--- src/rtl/mem_bus_arbiter.sv ---
// mem_bus_arbiter
//   Shares one 64-bit memory port between two masters. m0 is the cpu
//   fetch/store path and m1 is the loader/debug path. Each access is a
//   req/ack transaction. The winner's address, data and rw are latched on
//   grant. They are held on the memory port for MEM_LAT cycles, and the owner
//   then gets a one-cycle ack.
//
//   Optional feature macro: ARB_ROUND_ROBIN_EN
//     defined   : round-robin on ties; the master that was not last granted wins.
//     undefined : fixed priority, m0 over m1.
//
// Ports
//   clock, reset             single clock; synchronous active-high reset
//   m0_req/addr/wdata/rw     master 0 request (rw: 1 = read, 0 = write)
//   m0_ack                   master 0 completion pulse
//   m1_*                     same for master 1
//   rdata                    read data, valid in the ack cycle (0 for writes)
//   mem_en/addr/wdata/rw     memory port, active only in ACCESS
//   mem_rdata                memory read data, valid in every read mem_en cycle
//   busy                     high in ACCESS and RESP
//   owner                    master of the current/last transaction
module mem_bus_arbiter #(
    parameter int ADDR_W  = 64,
    parameter int DATA_W  = 64,
    parameter int MEM_LAT = 1
) (
    input  logic              clock,
    input  logic              reset,
    input  logic              m0_req,
    input  logic [ADDR_W-1:0] m0_addr,
    input  logic [DATA_W-1:0] m0_wdata,
    input  logic              m0_rw,
    output logic              m0_ack,
    input  logic              m1_req,
    input  logic [ADDR_W-1:0] m1_addr,
    input  logic [DATA_W-1:0] m1_wdata,
    input  logic              m1_rw,
    output logic              m1_ack,
    output logic [DATA_W-1:0] rdata,
    output logic              mem_en,
    output logic [ADDR_W-1:0] mem_addr,
    output logic [DATA_W-1:0] mem_wdata,
    output logic              mem_rw,
    input  logic [DATA_W-1:0] mem_rdata,
    output logic              busy,
    output logic              owner
);

    generate
        if (MEM_LAT < 1 || MEM_LAT > 15) begin : g_bad_lat
            $error("mem_bus_arbiter: MEM_LAT must be in 1..15");
        end
    endgenerate

    localparam logic [3:0] CNT_INIT = 4'(MEM_LAT - 1);

    typedef enum logic [1:0] {S_IDLE, S_ACCESS, S_RESP} state_t;

    state_t             r_state;
    logic [3:0]         r_cnt;
    logic               w_gnt_m1;
    logic [ADDR_W-1:0]  w_addr;
    logic [DATA_W-1:0]  w_wdata;
    logic               w_rw;

`ifdef ARB_ROUND_ROBIN_EN
    // Resets to 1 so m0 wins the first tie after reset.
    logic r_last_owner;
    assign w_gnt_m1 = m1_req & (~m0_req | ~r_last_owner);
`else
    assign w_gnt_m1 = m1_req & ~m0_req;
`endif

    assign w_addr  = w_gnt_m1 ? m1_addr  : m0_addr;
    assign w_wdata = w_gnt_m1 ? m1_wdata : m0_wdata;
    assign w_rw    = w_gnt_m1 ? m1_rw    : m0_rw;

    // The mem_* outputs hold the latched request for the whole transaction.
    // No separate copy of the request is kept.
    always_ff @(posedge clock) begin
        if (reset) begin
            r_state   <= S_IDLE;
            r_cnt     <= '0;
            m0_ack    <= 1'b0;
            m1_ack    <= 1'b0;
            rdata     <= '0;
            mem_en    <= 1'b0;
            mem_addr  <= '0;
            mem_wdata <= '0;
            mem_rw    <= 1'b1;
            busy      <= 1'b0;
            owner     <= 1'b0;
`ifdef ARB_ROUND_ROBIN_EN
            r_last_owner <= 1'b1;
`endif
        end else begin
            m0_ack <= 1'b0;
            m1_ack <= 1'b0;
            case (r_state)
                S_IDLE: begin
                    if (m0_req || m1_req) begin
                        r_state   <= S_ACCESS;
                        r_cnt     <= CNT_INIT;
                        owner     <= w_gnt_m1;
                        busy      <= 1'b1;
                        mem_en    <= 1'b1;
                        mem_addr  <= w_addr;
                        mem_wdata <= w_wdata;
                        mem_rw    <= w_rw;
`ifdef ARB_ROUND_ROBIN_EN
                        r_last_owner <= w_gnt_m1;
`endif
                    end
                end
                S_ACCESS: begin
                    if (r_cnt != 4'd0) begin
                        r_cnt <= r_cnt - 4'd1;
                    end else begin
                        rdata     <= mem_rw ? mem_rdata : '0;
                        r_state   <= S_RESP;
                        mem_en    <= 1'b0;
                        mem_addr  <= '0;
                        mem_wdata <= '0;
                        mem_rw    <= 1'b1;
                        // The ack is raised for the RESP cycle only; the default above clears it.
                        if (owner) m1_ack <= 1'b1;
                        else       m0_ack <= 1'b1;
                    end
                end
                S_RESP: begin
                    r_state <= S_IDLE;
                    busy    <= 1'b0;
                end
                default: r_state <= S_IDLE;
            endcase
        end
    end

endmodule
--- config.mk ---
export PLATFORM = sky130hd
export DESIGN_NAME = mem_bus_arbiter
export DESIGN_NICKNAME = d
export VERILOG_FILES = /design/src/rtl/mem_bus_arbiter.sv
export SDC_FILE = /design/constraint.sdc
export NUM_CORES = 1
export LEC_CHECK = 0
export CORE_AREA = 3 3 206 208
export DETAILED_ROUTE_END_ITERATION = 10
export DIE_AREA = 0 0 209 211
export GPL_TIMING_DRIVEN = 0
export PLACE_DENSITY_LB_ADDON = 0.12
export REMOVE_ABC_BUFFERS = 1
export SYNTH_ARGS = -nofsm -noshare
export SYNTH_HDL_FRONTEND = slang
export SYNTH_SLANG_ARGS = --single-unit
--- constraint.sdc ---
create_clock -name clock -period 1.9 [get_ports clock]
set_clock_uncertainty 0.2 [all_clocks]
set_input_delay 0.38 -clock clock [delete_from_list [all_inputs] [get_ports clock]]
set_output_delay 0.38 -clock clock [all_outputs]
set_load 0.02 [all_outputs]
# After elaboration in Yosys (flattened, before gate mapping)
# Cells that the tools add are included.
# totals
out_inout_bits	198
elab_cells	57
reg_bits	204
# classes
bitwise_logic	4
n_mux	24
addsub	1
n_reduce_logical	12
eq_ne	5
# ops
op	count
64-bit 2-to-1 mux	6
64-bit one-hot mux with 2 select lines	2
4-bit 2-to-1 mux	2
4-bit one-hot mux with 2 select lines	1
2-bit AND reduction	4
1-bit 2-to-1 mux	7
2-bit != test (second input constant)	3
1-bit one-hot mux with 2 select lines	3
3-bit AND reduction	2
2-bit 2-to-1 mux	2
2-bit one-hot mux with 2 select lines	1
2-bit nonzero test	2
4-bit nonzero test	1
4-bit by 1-bit subtractor with 4-bit output (second input constant)	1
1-bit inverter	3
3-bit OR reduction	1
2-bit by 1-bit == test with 1-bit output (second input constant)	1
2-bit == test (second input constant)	1
2-bit zero test	1
1-bit bitwise AND	1
1-bit logical OR	1

# Depth between registers and ports, before layout
# depth
depth_word	5
ltp_mapped	8
mapped_depth_nobuf	6

# Worst setup path after synthesis
# OpenSTA, ideal clock, no wires.
# synth_path
kind	flip-flop to flip-flop
from	register r_cnt[0]
to	register rdata[50]
stages_incl_launch_ff	9
path_buffers	2
setup_ns	0.130
path_slack_ns	0.085
arrival_time_ns	1.485
period_less_slack_ns	1.815
path_cell_list	dfxtp_1 inv_1 ha_1 nor3b_1 nand2_1 clkbuf_8 clkbuf_8 nand2_1 a21oi_1
# synth_between
elab_chain_cells	3
# synth_rtl
element	line	rtl
start, declared	60	logic [3:0] r_cnt;
start signal, assigned	117	r_cnt <= r_cnt - 4'd1;
4-bit nonzero test	116	if (r_cnt != 4'd0) begin
1-bit inverter (no line)	-	
2-bit AND reduction (no line)	-	
end signal, assigned	119	rdata <= mem_rw ? mem_rdata : '0;
end, declared	39	output logic [DATA_W-1:0] rdata,
# No other way between the ends.
# A chain may end at the register's enable or synchronous reset.

# Final worst setup path
# layout_path
from	register r_cnt[0]
to	register mem_addr[55]
# layout_between
elab_chain_cells	3
# layout_rtl
element	line	rtl
4-bit nonzero test	116	
2-bit != test (no line)	-	
3-bit AND reduction (no line)	-	
end signal, assigned	107	mem_addr <= w_addr;
end, declared	41	output logic [ADDR_W-1:0] mem_addr,
# No other way between the ends.

==> qor.yml <==
arrival_ns: 2.24
yosysWarnings: 0
powerDensity_nw_per_um2: 824
crit_fanout: 6
final_cells: 2000
clkTransAtPathRegs_ns: 0.06
relSlewSlack_pct: 51.5
clock_path_buffers: 3
vias_per_cell: 4.69
wl_per_cell_um: 21.7
final_hold_viol_count: 0
power.leakage_nw: 6.91
grt_pass1_wl_mm: 62.9
max_freq_mhz: 486
nets: 1777
rows: 74
layout_common_cells: "323 x clkdlybuf4s50_1, 200 x dfxtp_1, 184 x dlygate4sd2_1"
ys_seq_elements: 204
area_delta_synth_final_pct: 97.8
r2r_end: "mem_addr[55]$_SDFFE_PP0P_"
cts_tree: "built"
final-max-slew-violation-count: 0
root_buffer: "clkbuf_16"
htree_num_levels: 1
ios: 524
async_reset_ff_share_pct: 0
switching_share_pct: 29.8
yosysUniqueCellTypes: 34
synthCells: 928
antenna_found_initial: 4
fillers: 4098
holdPathStages: 2
firstDrtPassIters: 4
cts_made_buffers: 25
power_frac_seq_pct: 34.4
io_buffers: 523
ir_drop_v: 0.000496
fin_util_pct: 41.6
syn_area_um2: 8560
seq_area_frac_synth_pct: 47.7
drive_gt1_share_pct: 23.4
drc: 0
hold_end: "mem_wdata[38]$_SDFFE_PP0P_"
switchingPower_mw: 4.16
synth_flop_cell: "dfxtp_1"
pwr-share-clk_pct: 35.7
grt_usage_pct: 18.4
power_mw: 14.0
period_share_pct: 108
cts_sinks: 204
r2r_slack_ns: -0.16
dr_total_vias: 9378
grt_max_degree: 106
routed_wl_mm: 43.3
combPwrFrac_pct: 29.9
grt_setup_unrepaired: "yes"
intPower_mw: 9.81
initial_core_util_pct: 21.0
pre_cts_slack_ns: -0.983
dp.cells: 1898
reg2regPathDepth: 10
synth_edf_count: 0
avgSynthCellArea_um2: 9.23
hold_start: "reset"
status: "finished with violations"
ant_nets: 0
worstSetupPathType: "register to register"
placeableCoreArea_um2: 40700
period_needed_ns: 2.06
cap_viol_max_count: 0
insertion_delay_ns: 0.52
drt_iter0_drc: 370
setup_violations: 162
cts_hold_buf: 0
final_common_cell: "clkdlybuf4s50_1"
grt.overflow.total: 0
end_kind: "register"
dp_hpwl_mm: 28.3
die-area_um2: 44100
place_congestion: 0.731
cp-start-kind: "register"
cp.required_ns: 2.08
hp-class: "input pin to register"
chipHeight_um: 211
grt_pass1_vias: 9696
die_w_um: 209
violations: "setup timing"
worstMarginPinSlew_ns: 0.727
setup_slack_ns: -0.158
r2r_start: "r_cnt[0]$_SDFFE_PP0P_"
==> power by group through the flow <==
stage               registers, mW  logic, mW  clock network (mW)
floorplan                    5.28      0.890                   0
global placement             4.90       3.25                   0
detailed placement           4.88       3.29                   0
CTS                          4.80       4.23                5.15
global route                 4.85       4.41                5.32
finish                       4.81       4.17                4.99
==> how the worst max path moves through the flow <==
stage	start	endpoint	slack, ns
after floorplan	r_state[1]$_SDFFE_PP0P_	r_cnt[1]$_SDFFE_PP0P_	-4.13
after global placement	m0_req	mem_wdata[30]$_SDFFE_PP0P_	-14.51
after detailed placement	m0_req	mem_wdata[22]$_SDFFE_PP0P_	-0.98
after CTS	r_cnt[1]$_SDFFE_PP0P_	mem_wdata[60]$_SDFFE_PP0P_	-0.15
after global routing	r_cnt[0]$_SDFFE_PP0P_	mem_wdata[49]$_SDFFE_PP0P_	-0.24
final	r_cnt[0]$_SDFFE_PP0P_	mem_addr[55]$_SDFFE_PP0P_	-0.16
==> cell usage after synthesis (4+ instances only) <==
library cell / instances / area [um2]
inv_1: 4 / 15.0
buf_2: 38 / 190
a21oi_1: 70 / 350
nor2_1: 133 / 499
a22o_1: 128 / 1120
nor3_1: 5 / 25.0
a22oi_1: 128 / 961
nand3_1: 68 / 340
buf_6: 5 / 56.3
clkbuf_8: 15 / 206
clkbuf_1: 33 / 124
nand2_1: 66 / 248
buf_12: 7 / 140
dfxtp_1: 204 / 4080
==> repair_timing <==
action                     in CTS  in global routing
gates resized for setup       461                 49
setup endpoints to repair     396                199
cloned                         24                  1
buffers inserted               36                  7
pin swaps                     173                 35
==> metal layers <==
| layer | part of all wire (%) | wire length [um] | GRT usage, % |
|---|---|---|---|
| met3 | 8.3 | 3580 | 5.97 |
| met1 | 39 | 16800 | 20.8 |
| met2 | 51 | 22200 | 34.1 |
| met4 | 1.6 | 712 | 3.79 |
| met5 | 0.095 | 41 | 0 |
==> state kept, by name (all words and copies together), names as in the netlist, 2 cells and up <==
| register | count |
|---|---|
| r_cnt | 4 |
| r_state | 2 |
| mem_wdata | 64 |
| rdata | 64 |
| mem_addr | 64 |
==> kinds of logic after synthesis <==
| kind of cell | Yosys count | share of synthesized area (%) |
|---|---|---|
| compound gates | 332 | 29.0 |
| simple gates | 283 | 14.0 |
| flops | 204 | 47.7 |
| buf+inv | 105 | 8.88 |
| xor+xnor | 2 | 0.205 |
| fa+ha+maj | 2 | 0.292 |
==> per-stage QoR <==
stage / instance area [um2] / hold slack (ns) / setup TNS [ns]
6_report: 16900 / 0.0892 / -8.36
5_1_grt: 16900 / 0.129 / -22.54
4_1_cts: 16900 / 0.122 / -9.19
3_5_place_dp: 14100 / 0.244 / -137.53
3_3_place_gp: 13700 / 0.239 / -2281.58
2_1_floorplan: 7820 / 0.249 / -533.57
==> area by class of cell <==
type                    instances  area, um2  share of cell area [%]
repair buffers                594       6430                    37.9
well taps                     532        666                    3.93
inverters                       4       15.0                  0.0886
flip-flops and latches        204       4090                    24.2
clock buffers                  39        778                    4.59
diodes                          1       2.50                  0.0148
clock inverters                 6       86.3                   0.510
multi-input cells             620       4870                    28.8
==> critical path, cell delays in order, from the launching register on <==
cell and delay, ns:
dfxtp_2 0.32, inv_2 0.07, ha_4 0.13, nor3b_4 0.28
a2bb2oi_4 0.12, buf_6 0.15, buf_12 0.14, buf_12 0.13
buf_12 0.14, a22oi_2 0.17, nor2_1 0.05
(Power assumes the default switching activity.)
